--- src/rtl/max_pool_2x2.sv ---
// ---------------------------------------------------------------------------
// max_pool_2x2 -- streaming 2x2, stride-2 pooling stage.
//
// Consumes the PE_OUT_PACKET stream from the ReLU stage in raster order, one
// channel at a time, and emits one pooled PE_OUT_PACKET per 2x2 window.
// Even-row pair results wait in a half-row line buffer until the matching
// odd row arrives.
//
// Build option:
//   POOL_AVG_EN  defined   -> 2x2 average pooling (sum of 4, >>> 2)
//                undefined -> 2x2 max pooling (default)
//
// Parameters:
//   DATA_WID    signed sample width used from PE_OUT_PACKET.data (<= CNN_XLEN)
//   ROW_LEN     input width in valid samples (even, >= 2)
//   FRAME_ROWS  input height in rows (even, >= 2)
//
// Ports:
//   clk          clock
//   reset        synchronous, active-high
//   pool_in_pk   input sample; valid when PE_state != INVALID
//   pool_out_pk  pooled result; VALID for one cycle per window, else INVALID/0
//   frame_done   one-cycle pulse with the last pooled output of a frame
// ---------------------------------------------------------------------------

`ifndef CNN_XLEN
`define CNN_XLEN 16
`endif

package pe_pkg;
    localparam int XLEN = `CNN_XLEN;

    typedef enum logic [1:0] {
        INVALID = 2'd0,
        VALID   = 2'd1
    } pe_state_t;

    typedef struct packed {
        pe_state_t         PE_state;
        logic [XLEN-1:0]   data;
    } PE_OUT_PACKET;
endpackage

// state    | meaning
// ---------+---------------------------------------------------------------
// ROW_EVEN | even row: pair results are written into the line buffer
// ROW_ODD  | odd row: pair results merge with the line buffer and are output
module max_pool_2x2
    import pe_pkg::*;
#(
    parameter int DATA_WID   = `CNN_XLEN,
    parameter int ROW_LEN    = 32,
    parameter int FRAME_ROWS = 32
) (
    input  logic         clk,
    input  logic         reset,
    input  PE_OUT_PACKET pool_in_pk,
    output PE_OUT_PACKET pool_out_pk,
    output logic         frame_done
);

    localparam int COL_W    = (ROW_LEN > 1) ? $clog2(ROW_LEN) : 1;
    localparam int ROW_W    = (FRAME_ROWS > 1) ? $clog2(FRAME_ROWS) : 1;
    localparam int LB_DEPTH = ROW_LEN / 2;
    localparam int LB_AW    = (LB_DEPTH > 1) ? $clog2(LB_DEPTH) : 1;
`ifdef POOL_AVG_EN
    // pair sums need one extra bit of headroom
    localparam int LB_W     = DATA_WID + 1;
`else
    localparam int LB_W     = DATA_WID;
`endif

    typedef enum logic {
        ROW_EVEN = 1'b0,
        ROW_ODD  = 1'b1
    } row_state_t;

    row_state_t                  state_q;
    row_state_t                  state_d;

    logic [COL_W-1:0]            col_q;
    logic [ROW_W-1:0]            row_q;
    logic signed [DATA_WID-1:0]  hold_q;
    logic signed [LB_W-1:0]      linebuf [LB_DEPTH];

    logic                        in_valid;
    logic signed [DATA_WID-1:0]  sample;
    logic                        col_odd;
    logic                        col_last;
    logic                        row_last;
    logic [LB_AW-1:0]            lb_idx;
    logic signed [LB_W-1:0]      lb_rd;
    logic signed [LB_W-1:0]      h_res;
    logic signed [DATA_WID-1:0]  v_res;
    logic                        lb_we;
    logic                        out_fire;

    assign in_valid = (pool_in_pk.PE_state != INVALID);
    assign sample   = pool_in_pk.data[DATA_WID-1:0];
    assign col_odd  = col_q[0];
    assign col_last = (col_q == COL_W'(ROW_LEN - 1));
    assign row_last = (row_q == ROW_W'(FRAME_ROWS - 1));
    assign lb_idx   = LB_AW'(col_q >> 1);
    assign lb_rd    = linebuf[lb_idx];

`ifdef POOL_AVG_EN
    logic signed [DATA_WID+1:0] v_sum;

    assign h_res = $signed({sample[DATA_WID-1], sample})
                 + $signed({hold_q[DATA_WID-1], hold_q});
    assign v_sum = $signed({h_res[LB_W-1], h_res})
                 + $signed({lb_rd[LB_W-1], lb_rd});
    // arithmetic shift floors toward -inf; the low bits are the average
    assign v_res = DATA_WID'(v_sum >>> 2);
`else
    assign h_res = (sample > hold_q) ? sample : hold_q;
    assign v_res = (h_res > lb_rd) ? h_res : lb_rd;
`endif

    always_comb begin
        state_d  = state_q;
        lb_we    = 1'b0;
        out_fire = 1'b0;
        if (in_valid) begin
            if (col_odd) begin
                if (state_q == ROW_EVEN) begin
                    lb_we = 1'b1;
                end else begin
                    out_fire = 1'b1;
                end
            end
            if (col_last) begin
                state_d = (state_q == ROW_EVEN) ? ROW_ODD : ROW_EVEN;
            end
        end
    end

    always_ff @(posedge clk) begin
        if (reset) begin
            state_q <= ROW_EVEN;
        end else begin
            state_q <= state_d;
        end
    end

    always_ff @(posedge clk) begin
        if (reset) begin
            col_q <= '0;
            row_q <= '0;
        end else if (in_valid) begin
            if (col_last) begin
                col_q <= '0;
                row_q <= row_last ? '0 : row_q + ROW_W'(1);
            end else begin
                col_q <= col_q + COL_W'(1);
            end
        end
    end

    always_ff @(posedge clk) begin
        if (reset) begin
            hold_q <= '0;
        end else if (in_valid && !col_odd) begin
            hold_q <= sample;
        end
    end

    // No reset: every entry is rewritten by the next even row before the
    // odd row reads it.
    always_ff @(posedge clk) begin
        if (!reset && lb_we) begin
            linebuf[lb_idx] <= h_res;
        end
    end

    always_ff @(posedge clk) begin
        if (reset) begin
            pool_out_pk.PE_state <= INVALID;
            pool_out_pk.data     <= '0;
            frame_done           <= 1'b0;
        end else if (out_fire) begin
            pool_out_pk.PE_state <= VALID;
            pool_out_pk.data     <= XLEN'(v_res);
            frame_done           <= row_last && col_last;
        end else begin
            pool_out_pk.PE_state <= INVALID;
            pool_out_pk.data     <= '0;
            frame_done           <= 1'b0;
        end
    end

endmodule

--- config.mk ---
export PLATFORM = sky130hd
export DESIGN_NAME = max_pool_2x2
export DESIGN_NICKNAME = d
export VERILOG_FILES = /design/src/rtl/max_pool_2x2.sv
export SDC_FILE = /design/constraint.sdc
export NUM_CORES = 1
export LEC_CHECK = 0
export CORE_MARGIN = 1
export CORE_UTILIZATION = 55
export DETAILED_ROUTE_END_ITERATION = 12
export PLACE_DENSITY = 0.78
export SLEW_MARGIN = 20
export SYNTH_ARGS = -nofsm -noshare
export SYNTH_HDL_FRONTEND = slang
export SYNTH_SLANG_ARGS = --single-unit
--- constraint.sdc ---
create_clock -name clk -period 5.4 [get_ports clk]
set_input_delay 1.08 -clock clk [delete_from_list [all_inputs] [get_ports clk]]
set_output_delay 1.08 -clock clk [all_outputs]
set_load 0.1 [all_outputs]
==> impl_summary.txt <==
----------------------------------------------------
[Floorplan]
  Standard-cell row count ... between 50 and 60
  Area enclosed by the die boundary ... between 0.02 and 0.025 mm2
  I/O Pins ... 39
  Initial Utilization ... 0.563
  Core region area ... roughly 0.023 mm2
  Chip width ... ~150 um
  Floorplan die height ... approximately 150 um

[Timing]
  Post-Route Skew ... between 0.015 and 0.02 ns
  Max-slew violation count ... 0
  Final setup vio count ... 0
  Highest clock frequency the design can meet ... approximately 0.2 GHz
  Time the final worst path needs with I/O delays and setup ... 5.04 ns
  Tightest Pin Transition ... roughly 1 ns
  Setup repair after global routing missed its margin ... false
  Worst slew margin relative to its limit ... 0.331
  Tcrit/Tclk final ... 0.934
  Post-route setup slack ... approximately 0.36 ns
  Final hold vios ... 0

[Worst setup path]
  Worst Reg2Reg Path Length in Cells ... 16
  Crit-path cells ... clkdlybuf4s50_1, ha_1, nand4_4, nor4_4, a21bo_4, and3_1, buf_12, o31ai_2, nand2_1, ha_1, nand4_1, nor4_2, a21boi_0, nor4_2, or2_2, a31oi_1
  Crit. Startpoint ... pool_in_pk[13]
  Worst path slowest cell ... clkdlybuf4s50_1
  CP Launch Type ... input pin
  Arrival time worst endpoint ... 5.51 ns
  R2r startpoint ... hold_q[15]
  Reg-to-reg critical path endpoint ... pool_out_pk[7]
  Top fanout value on the critical path ... 16
  Register-to-register path setup slack ... ~0.95 ns
  Critical path capture point type ... register
  Buffers and inverters on the worst path ... 2
  Crit Path Class ... input pin to register
  Delay of the slowest cell on the worst path ... around 0.48 ns
  CP Data Required Time ... about 5.9 ns
  Top cell family by delay on the critical path ... simple AND/OR/NAND/NOR gates

[Clock network]
  Number of sinks on the clock net ... ~310
  TritonCTS clock tree ... yes
  Count of hold buffers inserted by post-cts repair ... 0
  Buffer cell driving the clock tree root ... clkbuf_16
  Clock transition at the registers of the reported paths ... approximately 0.06 ns
  Post-CTS setup repair buffer count ... 0
  H-tree depth reported by CTS ... 1
  Number of buffers between clock root and the deepest sink ... 3
  Post-cts gate resize count ... 0
  Number of CTS-inserted buffers ... 29
  Clock insertion delay at the later pin of the skew report ... approximately 0.55 ns

[Placed design]
  Cell area reported after detailed placement ... 0.0137 mm2
  Gpl congestion ... 0.972
  Final HPWL DP ... 17800 um
  Count of input and output buffers ... 37
  Placement Setup Slack ... -0.248 ns

[Route]
  Remaining DRCs ... 0
  Final WL ... ~30000 um
  Routed wirelength normalized by instance count ... between 20 and 30 um
  Vias per std cell ... about 6.5
  Vias after detailed routing ... about 7.4k
  Remaining antenna violation count after routing ... 0
  Router iterations before antenna repair ... 5
  Violation count after the first detailed-route iteration ... between 600 and 700

[Min path]
  Endpoint with the worst hold slack ... row_q[4]
  Hold Path Origin ... row_q[4]
  WHS Path Cells ... 2
  Tightest Hold Check Type ... register to register

[Cells and area]
  Area of all placed cells without fillers ... 0.0147 mm2
  Final nets ... slightly below 900
  Diode count ... 0
  Proportion of layout cells with a drive suffix above 1 ... 0.236
  Highest-count cells in the layout ignoring fill and taps ... edfxtp_1, mux4_2, nand2_1
  Area added between synthesis and finish ... 14.9%
  Most common cell after layout, fill and taps aside ... edfxtp_1

[Logic synthesis]
  Synth Cell Area ... between 0.01 and 0.015 mm2
  Leading register cell type out of synthesis ... edfxtp_1
  Unique masters post-synth ... 47
  Cell count after synthesis ... between 700 and 800
  Net count of the mapped netlist ... between 800 and 900
  FFs w/ async S/R, synth ... 0
  Mean Syn Cell Area ... between 15 and 20 um2
  Synthesized flop and latch total ... slightly above 300
  Sequential element share of the synthesized area ... 0.678
  Post-synth EDFFs ... around 260
  Number of warnings printed during yosys synthesis ... 0

[Global route]
  Maximum number of pins on one net before global-route repair ... 65
  Number of antenna violations at the first check in global routing ... 0
  Total global routing overflow ... 0
  Via count of the first global-routing pass ... 7580
  Overall global routing resource usage ... 0.255
  Wire length of the first global-routing pass ... 44600 um

[Pwr]
  Leak Pwr ... between 4 and 5 nW
  Combinational Power Share ... 0.102
  Pwr per Cell Area ... roughly 360 mW/mm2
  Sw power ... 1.20 mW
  Internal power of the cells ... 4.07 mW
  Part of the power in the clock network ... 0.392
  VDD IR-drop max ... ~0.21 mV
  Sequential cell fraction of total power ... 0.505
  Fraction of power spent switching nets ... 0.228

[Run]
  Number of maximum-capacitance constraint violations ... 0

[Outcome]
  Outcome ... complete, no violations

----------------------------------------------------
-- worst max-delay path by stage --
stage | to | cells after the start | slack (ns)
2_1_floorplan | pool_out_pk[10] | 19 | 0.28
3_5_place_dp | pool_out_pk[7] | 16 | -0.25
6_report | pool_out_pk[7] | 16 | 0.36
3_3_place_gp | pool_out_pk[14] | 16 | 0.03
4_1_cts | pool_out_pk[7] | 16 | 0.29
5_1_grt | pool_out_pk[14] | 17 | 0.02
-- registers in the layout (all words and copies together), names as in the netlist, named ones only --
| signal | count |
|---|---|
| frame_done | 1 |
| hold_q | 16 |
| row_q | 5 |
| col_q | 5 |
| state_q | 1 |
| pool_out_pk | 17 |
| linebuf | 256 |
-- Yosys cell counts (4+ instances only) --
master | instances | area (um2)
o31ai_1 | 22 | 165
a31oi_1 | 18 | 113
nand2_1 | 65 | 244
a21oi_1 | 38 | 190
nand4_1 | 22 | 138
nand3_1 | 7 | 35.0
ha_1 | 36 | 450
o21ai_0 | 8 | 40.0
nand2b_1 | 4 | 25.0
mux4_2 | 80 | 1800
dfxtp_1 | 49 | 981
o31ai_2 | 9 | 113
nor3_1 | 9 | 45.0
buf_2 | 12 | 60.1
inv_1 | 33 | 124
clkbuf_1 | 24 | 90.1
nor2_1 | 22 | 82.6
edfxtp_1 | 256 | 7690
and3_1 | 5 | 31.3
-- metrics by stage --
| step | hold slack, ns | TNS [ns] | instances | power [mW] | util |
|---|---|---|---|---|---|
| final | 0.473 | 0 | 1135 | 5.27 | 0.647 |
| after global routing | 0.491 | 0 | 1135 | 5.43 | 0.647 |
| after CTS | 0.476 | 0 | 1135 | 5.29 | 0.647 |
| after detailed placement | 0.467 | -3.63 | 1082 | 3.24 | 0.604 |
| after global placement | 0.449 | 0 | 1082 | 3.22 | 0.604 |
| after floorplan | 0.441 | 0 | 757 | 3.07 | - |
-- worst min-delay path, delay by kind of cell, from the launching register on --
kind	cells	cell delay, ns
flip-flops	1	0.32
AO/OA/AOI/OAI	1	0.05
AND/OR/NAND/NOR	1	0.05
-- logic make-up (layout without fill, tap and decap cells) --
group,after synthesis,in the layout,share of synthesized area
DFF,305,305,0.678
and+or+nand+nor,153,153,0.0608
AOI/OAI and AO/OA,104,104,0.0572
muxes,80,80,0.141
buffers and inverters,77,170,0.0271
adders and majority gates,36,36,0.0352
other,1,1,0.000293
xor gates and xnor gates,1,1,0.000685
-- power by group through the flow --
| stage | sequential (mW) | combinational [mW] | clock [mW] |
|---|---|---|---|
| after detailed placement | 2.71 | 0.527 | 0 |
| after global routing | 2.66 | 0.586 | 2.18 |
| after floorplan | 2.69 | 0.378 | 0 |
| after global placement | 2.71 | 0.504 | 0 |
| after CTS | 2.66 | 0.534 | 2.10 |
| final | 2.66 | 0.539 | 2.07 |
-- layer usage --
layer | GRT usage | part of all wire | vias to the layer above
li1 | - | - | 3165
met2 | 0.416 | 0.49 | 392
met3 | 0.0375 | 0.085 | 85
met1 | 0.344 | 0.39 | 3752
met4 | 0.114 | 0.041 | 0
met5 | 0 | 0 | -
-- area by class of cell --
| type | instances | area, um2 |
|---|---|---|
| clock buffer | 32 | 737 |
| clock inverter | 21 | 239 |
| fill | 1481 | 8010 |
| inverter | 33 | 124 |
| multi-input combinational | 375 | 3800 |
| sequential | 305 | 8670 |
| tap | 285 | 357 |
| timing repair buffer | 84 | 761 |
Power figures use the tool's default switching activity.
